--- config.mk ---
export PLATFORM = sky130hd
export DESIGN_NAME = backprop_sequencer
export DESIGN_NICKNAME = d
export VERILOG_FILES = /design/src/rtl/backprop_sequencer.sv
export SDC_FILE = /design/constraint.sdc
export NUM_CORES = 1
export LEC_CHECK = 0
export CAP_MARGIN = 10
export CORE_AREA = 4 4 259 261
export DETAILED_ROUTE_END_ITERATION = 8
export DIE_AREA = 0 0 263 265
export GPL_TIMING_DRIVEN = 0
export PLACE_DENSITY = 0.45
export SETUP_SLACK_MARGIN = 0.2
export SLEW_MARGIN = 20
export SYNTH_ARGS = -nofsm -noshare
export SYNTH_HDL_FRONTEND = slang
export SYNTH_SLANG_ARGS = --single-unit
--- constraint.sdc ---
create_clock -name clk -period 14.25 [get_ports clk]
set_clock_uncertainty 0.1 [all_clocks]
set_input_delay 4.275 -clock clk [delete_from_list [all_inputs] [get_ports clk]]
set_output_delay 4.275 -clock clk [all_outputs]
set_load 0.1 [all_outputs]
--- src/rtl/backprop_sequencer.sv ---
// -----------------------------------------------------------------------------
// backprop_sequencer
//
// Master-side driver for the backpropagator. For every training sample it
// walks the layers from LAYER_MAX down to 0. For each layer it issues one token
// on the layer, sample, z and z_prev streams. It then waits for the updated
// weight matrix before it moves on to the next layer. The z vectors come from
// an activation buffer that the forward pass fills.
//
// Optional feature (compile-time macro BACKPROP_SEQ_ERROR_HALT_EN):
//   defined   - error while in ISSUE or WAIT_W ends the run. The open
//               handshakes and the pending weights token still complete,
//               then the block goes to DONE.
//   undefined - error only sets the sticky error_seen flag.
//
// Ports:
//   clk, rst                       clock, synchronous active-high reset
//   start, sample_count            run request (count 0 = no-op, done only)
//   busy, done                     run in progress / one-cycle end pulse
//   act_wr_en/addr/data            activation buffer write port
//   layer/_valid/_ready            layer index stream (out)
//   sample/_valid/_ready           sample index stream (out)
//   z/_valid/_ready                activation of layer L   (buffer entry L+1)
//   z_prev/_valid/_ready           activation feeding L    (buffer entry L)
//   weights/_valid/_ready          updated weight matrix (in)
//   weights_last                   last accepted weight matrix
//   error, error_seen              overflow flag in / sticky copy out
// -----------------------------------------------------------------------------
module backprop_sequencer #(
    parameter int NEURON_NUM          = 4,
    parameter int NEURON_OUTPUT_WIDTH = 10,
    parameter int WEIGHT_CELL_WIDTH   = 16,
    parameter int LAYER_ADDR_WIDTH    = 1,
    parameter int LAYER_MAX           = 0,
    parameter int SAMPLE_ADDR_SIZE    = 10
) (
    input  logic                                              clk,
    input  logic                                              rst,
    input  logic                                              start,
    input  logic [SAMPLE_ADDR_SIZE-1:0]                       sample_count,
    output logic                                              busy,
    output logic                                              done,
    input  logic                                              act_wr_en,
    input  logic [LAYER_ADDR_WIDTH:0]                         act_wr_addr,
    input  logic [NEURON_NUM*NEURON_OUTPUT_WIDTH-1:0]         act_wr_data,
    output logic [LAYER_ADDR_WIDTH-1:0]                       layer,
    output logic                                              layer_valid,
    input  logic                                              layer_ready,
    output logic [SAMPLE_ADDR_SIZE-1:0]                       sample,
    output logic                                              sample_valid,
    input  logic                                              sample_ready,
    output logic [NEURON_NUM*NEURON_OUTPUT_WIDTH-1:0]         z,
    output logic                                              z_valid,
    input  logic                                              z_ready,
    output logic [NEURON_NUM*NEURON_OUTPUT_WIDTH-1:0]         z_prev,
    output logic                                              z_prev_valid,
    input  logic                                              z_prev_ready,
    input  logic [NEURON_NUM*NEURON_NUM*WEIGHT_CELL_WIDTH-1:0] weights,
    input  logic                                              weights_valid,
    output logic                                              weights_ready,
    output logic [NEURON_NUM*NEURON_NUM*WEIGHT_CELL_WIDTH-1:0] weights_last,
    input  logic                                              error,
    output logic                                              error_seen
);

    localparam int VW    = NEURON_NUM * NEURON_OUTPUT_WIDTH;
    localparam int WW    = NEURON_NUM * NEURON_NUM * WEIGHT_CELL_WIDTH;
    localparam int AW    = LAYER_ADDR_WIDTH + 1;
    localparam int DEPTH = 2 ** AW;

    localparam logic [LAYER_ADDR_WIDTH-1:0] LAYER_TOP = LAYER_ADDR_WIDTH'(LAYER_MAX);
    localparam logic [AW-1:0]               ADDR_TOP  = AW'(LAYER_MAX + 1);

    typedef enum logic [1:0] {
        S_IDLE,
        S_ISSUE,
        S_WAIT_W,
        S_DONE
    } state_e;

    state_e                        state_q, state_d;
    logic [LAYER_ADDR_WIDTH-1:0]   layer_q, layer_d;
    logic [SAMPLE_ADDR_SIZE-1:0]   sample_q, sample_d;
    logic [SAMPLE_ADDR_SIZE-1:0]   count_q, count_d;
    logic                          busy_q, busy_d;
    logic                          done_q, done_d;
    logic                          layer_valid_q, layer_valid_d;
    logic                          sample_valid_q, sample_valid_d;
    logic                          z_valid_q, z_valid_d;
    logic                          z_prev_valid_q, z_prev_valid_d;
    logic                          weights_ready_q, weights_ready_d;
    logic [WW-1:0]                 weights_last_q, weights_last_d;
    logic                          error_seen_q, error_seen_d;

    // The activation buffer has a power-of-two depth so that the index width
    // matches exactly. Entries above LAYER_MAX+1 are never written or read.
    logic [VW-1:0]                 act_mem_q [DEPTH];
    logic [AW-1:0]                 z_idx;
    logic [AW-1:0]                 z_prev_idx;

    logic [SAMPLE_ADDR_SIZE:0]     next_sample;
    logic                          more_samples;
    logic                          stop_run;

`ifdef BACKPROP_SEQ_ERROR_HALT_EN
    logic                          halt_q, halt_d;
`endif

    // -------------------------------------------------------------------------
    // Activation buffer
    // -------------------------------------------------------------------------
    // NOTE: the buffer has no reset. It is plain storage, and the forward pass
    // always writes an entry before any run reads it.
    always_ff @(posedge clk) begin
        if (act_wr_en && (act_wr_addr <= ADDR_TOP)) begin
            act_mem_q[act_wr_addr] <= act_wr_data;
        end
    end

    assign z_idx      = AW'(layer_q) + AW'(1);
    assign z_prev_idx = AW'(layer_q);
    assign z          = act_mem_q[z_idx];
    assign z_prev     = act_mem_q[z_prev_idx];

    // -------------------------------------------------------------------------
    // Next-state / output logic
    // -------------------------------------------------------------------------
    assign next_sample  = {1'b0, sample_q} + (SAMPLE_ADDR_SIZE + 1)'(1);
    assign more_samples = next_sample < {1'b0, count_q};

    // NOTE: every signal gets a default before the case statement. A path
    // that does not assign a signal would otherwise infer a latch.
    always_comb begin
        state_d         = state_q;
        layer_d         = layer_q;
        sample_d        = sample_q;
        count_d         = count_q;
        busy_d          = busy_q;
        done_d          = 1'b0;
        layer_valid_d   = layer_valid_q;
        sample_valid_d  = sample_valid_q;
        z_valid_d       = z_valid_q;
        z_prev_valid_d  = z_prev_valid_q;
        weights_ready_d = weights_ready_q;
        weights_last_d  = weights_last_q;
        error_seen_d    = error_seen_q | (error & busy_q);

`ifdef BACKPROP_SEQ_ERROR_HALT_EN
        halt_d   = halt_q | (error & ((state_q == S_ISSUE) || (state_q == S_WAIT_W)));
        // An error seen in the same cycle as the weights handshake also ends the run.
        stop_run = halt_q | error;
`else
        stop_run = 1'b0;
`endif

        case (state_q)
            S_IDLE: begin
                if (start) begin
                    error_seen_d = 1'b0;
`ifdef BACKPROP_SEQ_ERROR_HALT_EN
                    halt_d       = 1'b0;
`endif
                    if (sample_count != '0) begin
                        busy_d         = 1'b1;
                        sample_d       = '0;
                        layer_d        = LAYER_TOP;
                        count_d        = sample_count;
                        layer_valid_d  = 1'b1;
                        sample_valid_d = 1'b1;
                        z_valid_d      = 1'b1;
                        z_prev_valid_d = 1'b1;
                        state_d        = S_ISSUE;
                    end else begin
                        done_d = 1'b1;
                    end
                end
            end

            S_ISSUE: begin
                // Each stream retires on its own handshake. The state moves
                // on once no valid is left pending.
                layer_valid_d  = layer_valid_q  & ~layer_ready;
                sample_valid_d = sample_valid_q & ~sample_ready;
                z_valid_d      = z_valid_q      & ~z_ready;
                z_prev_valid_d = z_prev_valid_q & ~z_prev_ready;
                if (!(layer_valid_d || sample_valid_d || z_valid_d || z_prev_valid_d)) begin
                    weights_ready_d = 1'b1;
                    state_d         = S_WAIT_W;
                end
            end

            S_WAIT_W: begin
                if (weights_valid && weights_ready_q) begin
                    weights_last_d  = weights;
                    weights_ready_d = 1'b0;
                    if (stop_run) begin
                        done_d  = 1'b1;
                        state_d = S_DONE;
                    end else if (layer_q != '0) begin
                        layer_d        = layer_q - LAYER_ADDR_WIDTH'(1);
                        layer_valid_d  = 1'b1;
                        sample_valid_d = 1'b1;
                        z_valid_d      = 1'b1;
                        z_prev_valid_d = 1'b1;
                        state_d        = S_ISSUE;
                    end else if (more_samples) begin
                        sample_d       = next_sample[SAMPLE_ADDR_SIZE-1:0];
                        layer_d        = LAYER_TOP;
                        layer_valid_d  = 1'b1;
                        sample_valid_d = 1'b1;
                        z_valid_d      = 1'b1;
                        z_prev_valid_d = 1'b1;
                        state_d        = S_ISSUE;
                    end else begin
                        done_d  = 1'b1;
                        state_d = S_DONE;
                    end
                end
            end

            S_DONE: begin
                // done_q is high during this cycle because it was set on entry.
                busy_d  = 1'b0;
                state_d = S_IDLE;
            end

            default: begin
                state_d = S_IDLE;
            end
        endcase
    end

    // -------------------------------------------------------------------------
    // State registers
    // -------------------------------------------------------------------------
    // NOTE: sequential state uses non-blocking assignments only. Flops then
    // all update together at the clock edge, whatever order the blocks run in.
    always_ff @(posedge clk) begin
        if (rst) begin
            state_q         <= S_IDLE;
            layer_q         <= '0;
            sample_q        <= '0;
            count_q         <= '0;
            busy_q          <= 1'b0;
            done_q          <= 1'b0;
            layer_valid_q   <= 1'b0;
            sample_valid_q  <= 1'b0;
            z_valid_q       <= 1'b0;
            z_prev_valid_q  <= 1'b0;
            weights_ready_q <= 1'b0;
            weights_last_q  <= '0;
            error_seen_q    <= 1'b0;
        end else begin
            state_q         <= state_d;
            layer_q         <= layer_d;
            sample_q        <= sample_d;
            count_q         <= count_d;
            busy_q          <= busy_d;
            done_q          <= done_d;
            layer_valid_q   <= layer_valid_d;
            sample_valid_q  <= sample_valid_d;
            z_valid_q       <= z_valid_d;
            z_prev_valid_q  <= z_prev_valid_d;
            weights_ready_q <= weights_ready_d;
            weights_last_q  <= weights_last_d;
            error_seen_q    <= error_seen_d;
        end
    end

`ifdef BACKPROP_SEQ_ERROR_HALT_EN
    always_ff @(posedge clk) begin
        if (rst) begin
            halt_q <= 1'b0;
        end else begin
            halt_q <= halt_d;
        end
    end
`endif

    assign layer         = layer_q;
    assign sample        = sample_q;
    assign busy          = busy_q;
    assign done          = done_q;
    assign layer_valid   = layer_valid_q;
    assign sample_valid  = sample_valid_q;
    assign z_valid       = z_valid_q;
    assign z_prev_valid  = z_prev_valid_q;
    assign weights_ready = weights_ready_q;
    assign weights_last  = weights_last_q;
    assign error_seen    = error_seen_q;

endmodule
==> Word-level counts from Yosys, hierarchy flattened <==
Memories as Yosys holds them, arrays and structs flattened. A register that Yosys moved wholly into a read port is not among the register bits.
Index checks and enable logic that the tools add are counted.
{ "word_totals": {"input_bits": 318, "ff_bits": 287, "ram_bits": 160, "memories": 1} }
{ "op_classes": {"n_lt_le_gt_ge": 2, "add_sub_neg": 3, "eq_ne": 10, "muxes": 43, "n_reduce_logical": 19, "n_bitwise": 10} }
{ "memory_table": {"columns": ["name", "depth", "width", "read_ports", "rd_ports_with_merged_regs", "wr", "line", "text"], "rows": [
  ["act_mem_q", 4, 40, 2, 1, 1, "97", "logic [VW-1:0] act_mem_q [DEPTH];"]
]} }
{ "op_table": {"columns": ["operator", "n"], "rows": [
  ["$mux W10", 5],
  ["$mux W1", 20],
  ["$pmux W10 S2", 1],
  ["$mux W2", 8],
  ["$ne A2 B2 Y1 const B", 6],
  ["$pmux W1 S3", 4],
  ["$add A10 B1 Y11 const B", 1],
  ["$lt A11 B10 Y1", 1],
  ["$reduce_bool A10 Y1", 1],
  ["$reduce_and A3 Y1", 3],
  ["$pmux W1 S2", 4],
  ["$pmux W2 S4", 1],
  ["$reduce_and A4 Y1", 2],
  ["$reduce_and A6 Y1", 1],
  ["$reduce_bool A2 Y1", 3],
  ["$and A1 B1 Y1", 5],
  ["$reduce_and A5 Y1", 1],
  ["$eq A2 B2 Y1 const B", 2],
  ["$not A1 Y1", 4],
  ["$logic_or A1 B1 Y1", 3],
  ["$ne A3 B3 Y1 const B", 1],
  ["$reduce_bool A3 Y1", 1],
  ["$add A1 B1 Y2 const B", 1],
  ["$eq A2 B1 Y1 const B", 1],
  ["other kinds (6)", 7]
]} }

==> Depth between registers and ports, before layout <==
Gate-level depths: netlist of run 1.
{ "logic_depth": {"word_depth": 7, "ltp_mapped": 13, "mapped_depth_nobuf": 12} }

==> Least setup slack after synthesis of run 1 <==
OpenSTA, ideal clock, no wires.
{ "synth_timing": {"kind": "input to register", "start": "input port act_wr_addr[0]", "end": "memory act_mem_q[0][0] in the netlist's numbering (enable)", "required_time_ps": 13654, "n_path_buf": 0, "slack_ps": 6401, "cell_stages": 1, "arrival_ps": 7253, "cell_sequence": "nor3b_1"} }
{ "synth_between": {"elab_chain_len": 4} }
{ "synth_rtl": {"columns": ["element", "line", "text"], "rows": [
  ["start, declared", "44", "input logic [LAYER_ADDR_WIDTH:0] act_wr_addr,"],
  ["$le A2 B1 Y1", "115", "if (act_wr_en && (act_wr_addr <= ADDR_TOP)) begin"],
  ["$logic_and A1 B1 Y1", "115", null],
  ["$mux W1", "115", null],
  ["$mux W1 (not written as such)", "116", "act_mem_q[act_wr_addr] <= act_wr_data;"],
  ["end, declared", "97", null]
]} }
Several ways; a longest one is shown, not always the timed one.

==> Final worst setup path of run 1 <==
{ "layout_timing": {"start": "register sample_q[9], in the netlist sample[9]", "end": "output port sample[9]"} }
{ "layout_lines": {"columns": ["element", "line", "text"], "rows": [
  ["start, declared", "83", "logic [SAMPLE_ADDR_SIZE-1:0] sample_q, sample_d;"],
  ["start signal, assigned", "256", "sample_q <= sample_d;"],
  ["end, declared", "49", "output logic [SAMPLE_ADDR_SIZE-1:0] sample,"]
]} }
No word-level cell between the ends.

==> metrics.md, run 1 <==
| Metric | Value |
|---|---|
| Ratio of cells with drive above 1 in the final layout | `4.694%` |
| Post-synth EDFFs | `80` |
| Peak fanout along the critical path | `6` |
| Worst EP required | `9.88 ns` |
| Synth Flop Type | `dfxtp_1` |
| DRT antenna net count | `0` |
| Syn Nets | `1741` |
| Max Root-Sink Buffers | `3` |
| Number of CTS-inserted buffers | `46` |
| Final setup fails | `0` |
| Count of boundary I/O pins | `673` |
| Total clock sinks | `366` |
| DR iter-0 viols | `572` |
| DRT Wirelength | `59.45 mm` |
| DRT Pass-1 Iters | `5` |
| R2R Setup Slk | `10.43 ns` |
| Worst hold endpoint | `weights_last[154]` |
| Hold Path Depth | `2` |
| Setup bufs post-CTS | `0` |
| Post-DP Area | `20650 µm²` |
| Global-route wire length before repair | `85.33 mm` |
| Fmax achieved | `149.4 MHz` |
| WP buf/inv | `1` |
| Dpl hpwl | `47.68 mm` |
| Cell row count | `93` |
| Mapped cell area | `12830 µm²` |
| Worst setup path class | `reg2out` |
| Setup TNS | `0 ns` |
| Worst Reg-to-Reg Cells | `13` |
| RePlAce Congestion | `0.8293` |
| GRT Util Overall | `16.10%` |
| Synth Area per Inst | `9.078 µm²` |
| Hold_sp | `weights_last[154]` |
| Synth warn | `0` |
| Grt met3 use | `7.806%` |
| WP data arrival | `2.32 ns` |
| Post-route DRC | `0` |
| Pwr/cell area | `116.9 nW/µm²` |
| Final Instance Area | `22190 µm²` |
| Core Footprint | `64460 µm²` |
| Tmin final | `6.693 ns` |
| Post-Synth Adder-Cell Area | `0.9754%` |
| Flop pwr share | `42.0%` |
| Number of global-route vias before repair | `12738` |
| Synth unique cells | `48` |
| Hold/Removal Path Class | `reg2reg` |
| Post-CTS sizing | `0` |
| Clock share of power | `45.6%` |
| Critical register-to-register path startpoint | `sample[0]` |
| Cell Int Power | `0.001921 W` |
| Startpoint Class | `flop` |
| GR met1 Demand/Resource | `16.56%` |
| Crit-path cells | `clkdlybuf4s50_1` |
| Reg2reg end | `sample[4]` |
| LEAKAGE | `7.366 nW` |
| Initial Util | `19.90%` |
| H-tree depth | `2` |
| Vias post-DR | `12550` |
| Total power | `0.002593 W` |
| Worst setup EP type | `primary output` |
| Pin count of the biggest net entering global routing | `23` |
| Switching power total | `0.0006723 W` |
| Initial antenna violation count | `9` |
| Period utilisation layout | `46.96%` |
| RSZ-0062 raised after global routing | `no` |
| Slew headroom | `25.67%` |
| TritonCTS clock tree | `done` |
| Final Hold Viols | `0` |
| Switching part of the total | `25.93%` |
| Synth Instances | `1413` |
| Clk_lat worst skew | `0.56 ns` |
| Clk slew on worst S/H paths | `0.06 ns` |
| Slowest Stage Delay on Critical Path | `1.21 ns` |
| Hold-fix buffers at CTS | `0` |
| Routed len/inst | `19.61 µm` |
| Comb pwr share | `12.4%` |
| Mux contribution to synthesized area | `0.07803%` |
| Max cap viols | `0` |
| Synth-to-layout area growth | `73.01%` |
| Max VDD drop | `0.08967 mV` |
| Synth Area in Simple Gates | `18.81%` |
| Met2 usage | `29.03%` |
| Synth Area in XOR/XNOR | `0.4097%` |
| Slew Limit Fails | `0` |
| Via density per instance | `4.139` |
| Root Driver | `clkbuf_16` |
| Slew @ Worst Pin | `1.111 ns` |
| Critical path's top delay family | `buffers and inverters` |
| Nets | `2465` |
| Sequential-to-total area share from yosys stat | `63.36%` |
| Total die area | `69700 µm²` |
| GRT Residual Overflow | `0` |
| Compound-Gate Fraction of Synth Area | `12.79%` |
| Ys async rst share | `0%` |
| Die W | `263 µm` |
| Main combinational cell family by area after synthesis | `simple AND/OR/NAND/NOR gates` |
| Die Y-Extent | `265 µm` |
| Buffers added on ports | `670` |
| Status | `finished, final reports clean` |
| Most used routing layer | `met2` |
| Synthesized flop and latch total | `366` |
| CP max-delay cell | `clkdlybuf4s50_1` |
## power by group through the flow
| stage | Combinational, W | Clock (W) | Sequential (W) |
|---|---|---|---|
| CTS | 0.000325 | 0.00122 | 0.00109 |
| global route | 0.000336 | 0.00126 | 0.00109 |
| finish | 0.000322 | 0.00118 | 0.00109 |
| global placement | 0.000322 | 0 | 0.00111 |
| floorplan | 0.0000497 | 0 | 0.00123 |
| detailed placement | 0.000323 | 0 | 0.00111 |
## metal layers
metal	wire [µm]	part of all wire (%)	up-vias
met5	46	0.077	-
li1	-	-	6140
met3	6496	11	94
met1	21570	36	5788
met2	29570	50	522
met4	1763	3.0	6
## cell type report
cell class	count	area [µm²]
fill	6709	42270
clock buffer	65	1282
multi-input combinational	934	4250
buffer	97	395.4
inverter	16	60.06
timing repair buffer	676	6746
clock inverter	19	250.2
sequential	366	8128
tap	855	1070
antenna	4	10.01
## stage by stage
step	util (%)	hold slack, ns	instances	setup WS, ns
floorplan	-	0.3543	1413	6.401
global placement	31.96	0.3420	2938	3.564
detailed placement	32.03	0.3457	2944	7.206
CTS	34.41	0.3533	3028	7.501
global route	34.42	0.3671	3030	7.497
finish	34.43	0.3517	3032	7.557
## worst max path at each step
stage	endpoint	from	slack, ns	cells after the start
global route	weights_last[116]	weights_last[116]	7.50	1
finish	sample[9]	sample[9]	7.56	1
detailed placement	weights_last[240]	weights_valid	7.21	7
CTS	weights_last[116]	weights_last[116]	7.50	1
global placement	act_mem_q[0][12]	act_wr_addr[0]	3.56	2
floorplan	act_mem_q[0][0]	act_wr_addr[0]	6.40	1
## synth_stat cells, types with 4 or more instances
cell type    n  area [µm²]
buf_1        9       33.78
nand3_1      7       35.03
inv_1       16       60.06
dfxtp_1    286        5725
nor3_1       5       25.02
edfxtp_1    80        2402
buf_2        7       35.03
o21ai_0      8       40.04
nand2b_1     6       37.54
a31oi_1      7       43.79
a21oi_1    278        1391
or4_1        4       30.03
nand4_1      4       25.02
ha_1        10       125.1
nor2_1      29       108.9
clkbuf_1    77       289.0
nand2_1    532        1997
## cells by family after synthesis
group,after synthesis
muxes,1
other,1
xor gates and xnor gates,6
and+or+nand+nor,607
DFF,366
adders and majority gates,10
buffers and inverters,113
AOI/OAI and AO/OA,309
## registers in the layout (all words and copies together), names as in the netlist
| name | cells |
|---|---|
| error_seen | 1 |
| weights_last | 256 |
| state_q | 2 |
| z_prev_valid | 1 |
| done | 1 |
| sample_valid | 1 |
| count_q | 10 |
| z_valid | 1 |
| act_mem_q | 80 |
| busy | 1 |
| weights_ready | 1 |
| layer_valid | 1 |
| sample | 10 |
## placed cells by master, fill, tap and decap left out, types with 3 or more instances in the layout
| master | count |
|---|---|
| a21oi_1 | 278 |
| a31oi_1 | 7 |
| buf_1 | 9 |
| buf_2 | 12 |
| buf_4 | 7 |
| bufinv_16 | 5 |
| clkbuf_1 | 90 |
| clkbuf_16 | 46 |
| clkbuf_8 | 6 |
| clkdlybuf4s50_1 | 665 |
| clkinv_2 | 4 |
| clkinvlp_4 | 4 |
| dfxtp_1 | 286 |
| diode_2 | 4 |
| edfxtp_1 | 80 |
| ha_1 | 10 |
| inv_1 | 16 |
| inv_6 | 3 |
| nand2_1 | 532 |
| nand2b_1 | 6 |
| nand3_1 | 7 |
| nand4_1 | 4 |
| nor2_1 | 29 |
| nor2b_1 | 3 |
| nor3_1 | 5 |
| o211ai_1 | 3 |
| o21ai_0 | 8 |
| or4_1 | 4 |
| xnor2_1 | 3 |
| xor2_1 | 3 |
(Power assumes the default switching activity.)
==> run 2: changes to the inputs <==
--- a/config.mk
+++ b/config.mk
@@ -10,7 +10,7 @@
 export DETAILED_ROUTE_END_ITERATION = 8
 export DIE_AREA = 0 0 263 265
 export GPL_TIMING_DRIVEN = 0
-export PLACE_DENSITY = 0.45
+export PLACE_DENSITY = 0.47
 export SETUP_SLACK_MARGIN = 0.2
 export SLEW_MARGIN = 20
 export SYNTH_ARGS = -nofsm -noshare
==> constraint.sdc (replaced) <==
create_clock -name clk -period 5.99 [get_ports clk]
set_clock_uncertainty 0.1 [all_clocks]
set_input_delay 1.797 -clock clk [delete_from_list [all_inputs] [get_ports clk]]
set_output_delay 1.797 -clock clk [all_outputs]
set_load 0.1 [all_outputs]
==> metrics.md, run 2 (synthesized netlist as in run 1, its figures left out) <==
| Metric | Value |
|---|---|
| Status | `finished, final reports clean` |
| Worst EP required | `4.09 ns (-5.79 ns)` |
| Commonest non-fill, non-tap cell in the layout | `clkdlybuf4s50_1` |
| Slowest Stage Delay on Critical Path | `1.21 ns (about the same)` |
| Max cap viols | `0 (unchanged)` |
| Final Instance Area | `22200 µm² (about the same)` |
| DRT Wirelength | `58.39 mm (-1.8%)` |
| CP Depth | `1 (unchanged)` |
| CP max-delay cell | `clkdlybuf4s50_1` |
| Flop pwr share | `42.3% (+0.3 points)` |
| DR iter-0 viols | `566 (-1.0%)` |
| LEAKAGE | `7.358 nW (about the same)` |
| Max reg flops | `256 (unchanged)` |
| WP buf/inv | `1 (unchanged)` |
| Buffers added on ports | `670 (unchanged)` |
| Count of boundary I/O pins | `673 (unchanged)` |
| Total clock sinks | `366 (unchanged)` |
| Slew Limit Fails | `0 (unchanged)` |
| GR met1 Demand/Resource | `16.70% (+0.14 points)` |
| Initial antenna violation count | `8 (-1)` |
| Fmax achieved | `238.9 MHz` |
| Die Y-Extent | `265 µm (unchanged)` |
| Max VDD drop | `0.1712 mV (+91%)` |
| Worst setup EP type | `primary output` |
| Worst setup path class | `reg2out` |
| WP data arrival | `2.29 ns (-0.03 ns)` |
| Root Driver | `clkbuf_16` |
| Switching part of the total | `26.15% (+0.22 points)` |
| Placed Cells | `2945 (+0.034%)` |
| H-tree depth | `2 (unchanged)` |
| Switching power total | `0.001601 W (+140%)` |
| Most used routing layer | `met2` |
| Global-route wire length before repair | `84.43 mm (-1.1%)` |
| RSZ-0062 raised after global routing | `no` |
| Crit-path cells | `clkdlybuf4s50_1` |
| Vias post-DR | `12570 (+0.16%)` |
| Critical path's top delay family | `buffers and inverters` |
| Comb pwr share | `12.5% (about the same)` |
| Post-route DRC | `0 (unchanged)` |
| DRT antenna net count | `0 (unchanged)` |
| GRT Residual Overflow | `0 (unchanged)` |
| Final cell count without fillers | `3028 (-0.13%)` |
| Die W | `263 µm (unchanged)` |
| DRT Pass-1 Iters | `5 (unchanged)` |
| Number of CTS-inserted buffers | `46 (unchanged)` |
| Setup bufs post-CTS | `0 (unchanged)` |
| Post-DP Area | `20680 µm² (+0.16%)` |
| Synth-to-layout area growth | `73.05% (about the same)` |
| Final setup fails | `0 (unchanged)` |
| Cell row count | `93 (unchanged)` |
| Via density per instance | `4.151 (+0.29%)` |
| Hold/Removal Path Class | `reg2reg` |
| Hold Path Depth | `2 (unchanged)` |
| Clk_lat worst skew | `0.56 ns (about the same)` |
| Max Root-Sink Buffers | `3 (unchanged)` |
| Grt met3 use | `6.441% (-1.4 points)` |
| Ratio of cells with drive above 1 in the final layout | `4.793% (+0.099 points)` |
| Commonest non-fill, non-tap cells in the layout | `clkdlybuf4s50_1, nand2_1, dfxtp_1` |
| Tmin final | `4.186 ns` |
| Routed len/inst | `19.28 µm (-1.7%)` |
| Cell Int Power | `0.004522 W (+140%)` |
| Slew headroom | `25.38% (-0.29 points)` |
| Pwr/cell area | `275.8 nW/µm² (+140%)` |
| RePlAce Congestion | `0.8331 (+0.46%)` |
| GRT Util Overall | `15.87% (-0.23 points)` |
| Clock share of power | `45.2% (-0.4 points)` |
| Slew @ Worst Pin | `1.116 ns (+0.004274 ns)` |
| Nets | `2466 (+0.041%)` |
| Post-CTS sizing | `0 (unchanged)` |
| TritonCTS clock tree | `done` |
| Total die area | `69700 µm² (unchanged)` |
| Number of global-route vias before repair | `12751 (+0.10%)` |
| Dpl hpwl | `46.83 mm (-1.8%)` |
| Final Hold Viols | `0 (unchanged)` |
| Peak fanout along the critical path | `7 (+1)` |
| Worst Reg-to-Reg Cells | `13 (unchanged)` |
| Pin count of the biggest net entering global routing | `23 (unchanged)` |
| Initial Util | `19.90% (unchanged)` |
| Period utilisation layout | `69.88%` |
| Hold-fix buffers at CTS | `0 (unchanged)` |
| Clk slew on worst S/H paths | `0.06 ns (about the same)` |
| Met2 usage | `28.99% (-0.042 points)` |
| Hold Slack | `0.3515 ns (-0.0002370 ns)` |
| Startpoint Class | `flop` |
| Core Footprint | `64460 µm² (unchanged)` |
## run 2: changes by cell type in the layout (fill, tap and decap cells not counted), sizes merged
| cell | previous run | this run |
|---|---|---|
| buf | 31 | 28 |
| bufinv | 5 | 4 |
| clkbuf | 142 | 137 |
| clkdlybuf4s50 | 665 | 669 |
| clkinv | 7 | 6 |
| clkinvlp | 4 | 5 |
| diode | 4 | 3 |
| inv | 19 | 21 |
## run 2: power groups by stage
stage	Clock (W)	Sequential (W)	Combinational, W
floorplan	0	0.00293	0.000118
global placement	0	0.00265	0.000765
detailed placement	0	0.00265	0.000768
CTS	0.00287	0.00259	0.000772
global route	0.00297	0.00260	0.000799
finish	0.00277	0.00259	0.000764
## run 2: worst paths after layout
check / end / slack [ns] / from
max: sample[3] / 1.80 / sample[3]
min reg2reg: weights_last[4] / 0.35 / weights_last[4]
min: weights_last[4] / 0.35 / weights_last[4]
max reg2reg: sample[4] / 2.19 / sample[0]
## run 2: metrics by stage
| stage | setup TNS (ns) | utilization [%] | total power [W] | worst slack (ns) |
|---|---|---|---|---|
| after global routing | 0 | 34.43 | 0.006364 | 1.721 |
| after floorplan | 0 | - | 0.003047 | 0.6192 |
| after CTS | 0 | 34.42 | 0.006234 | 1.742 |
| after detailed placement | 0 | 32.09 | 0.003415 | 1.440 |
| final | 0 | 34.43 | 0.006123 | 1.804 |
| after global placement | -77.12 | 31.96 | 0.003412 | -1.930 |
## run 2: routing by layer
metal  vias up  share of wire [%]
met3        86                9.5
li1       6125                  -
met1      5841                 37
met2       510                 51
met5         -              0.084
met4         8                2.9
## run 2: final cells by class
class | instances | area, µm²
Inverter | 16 | 60.06
Antenna cell | 3 | 7.507
Sequential cell | 366 | 8128
Fill cell | 6597 | 42270
Tap cell | 855 | 1070
Clock buffer | 60 | 1264
Multi-Input combinational cell | 934 | 4250
Clock inverter | 20 | 242.7
Buffer | 97 | 397.9
Timing Repair Buffer | 677 | 6778
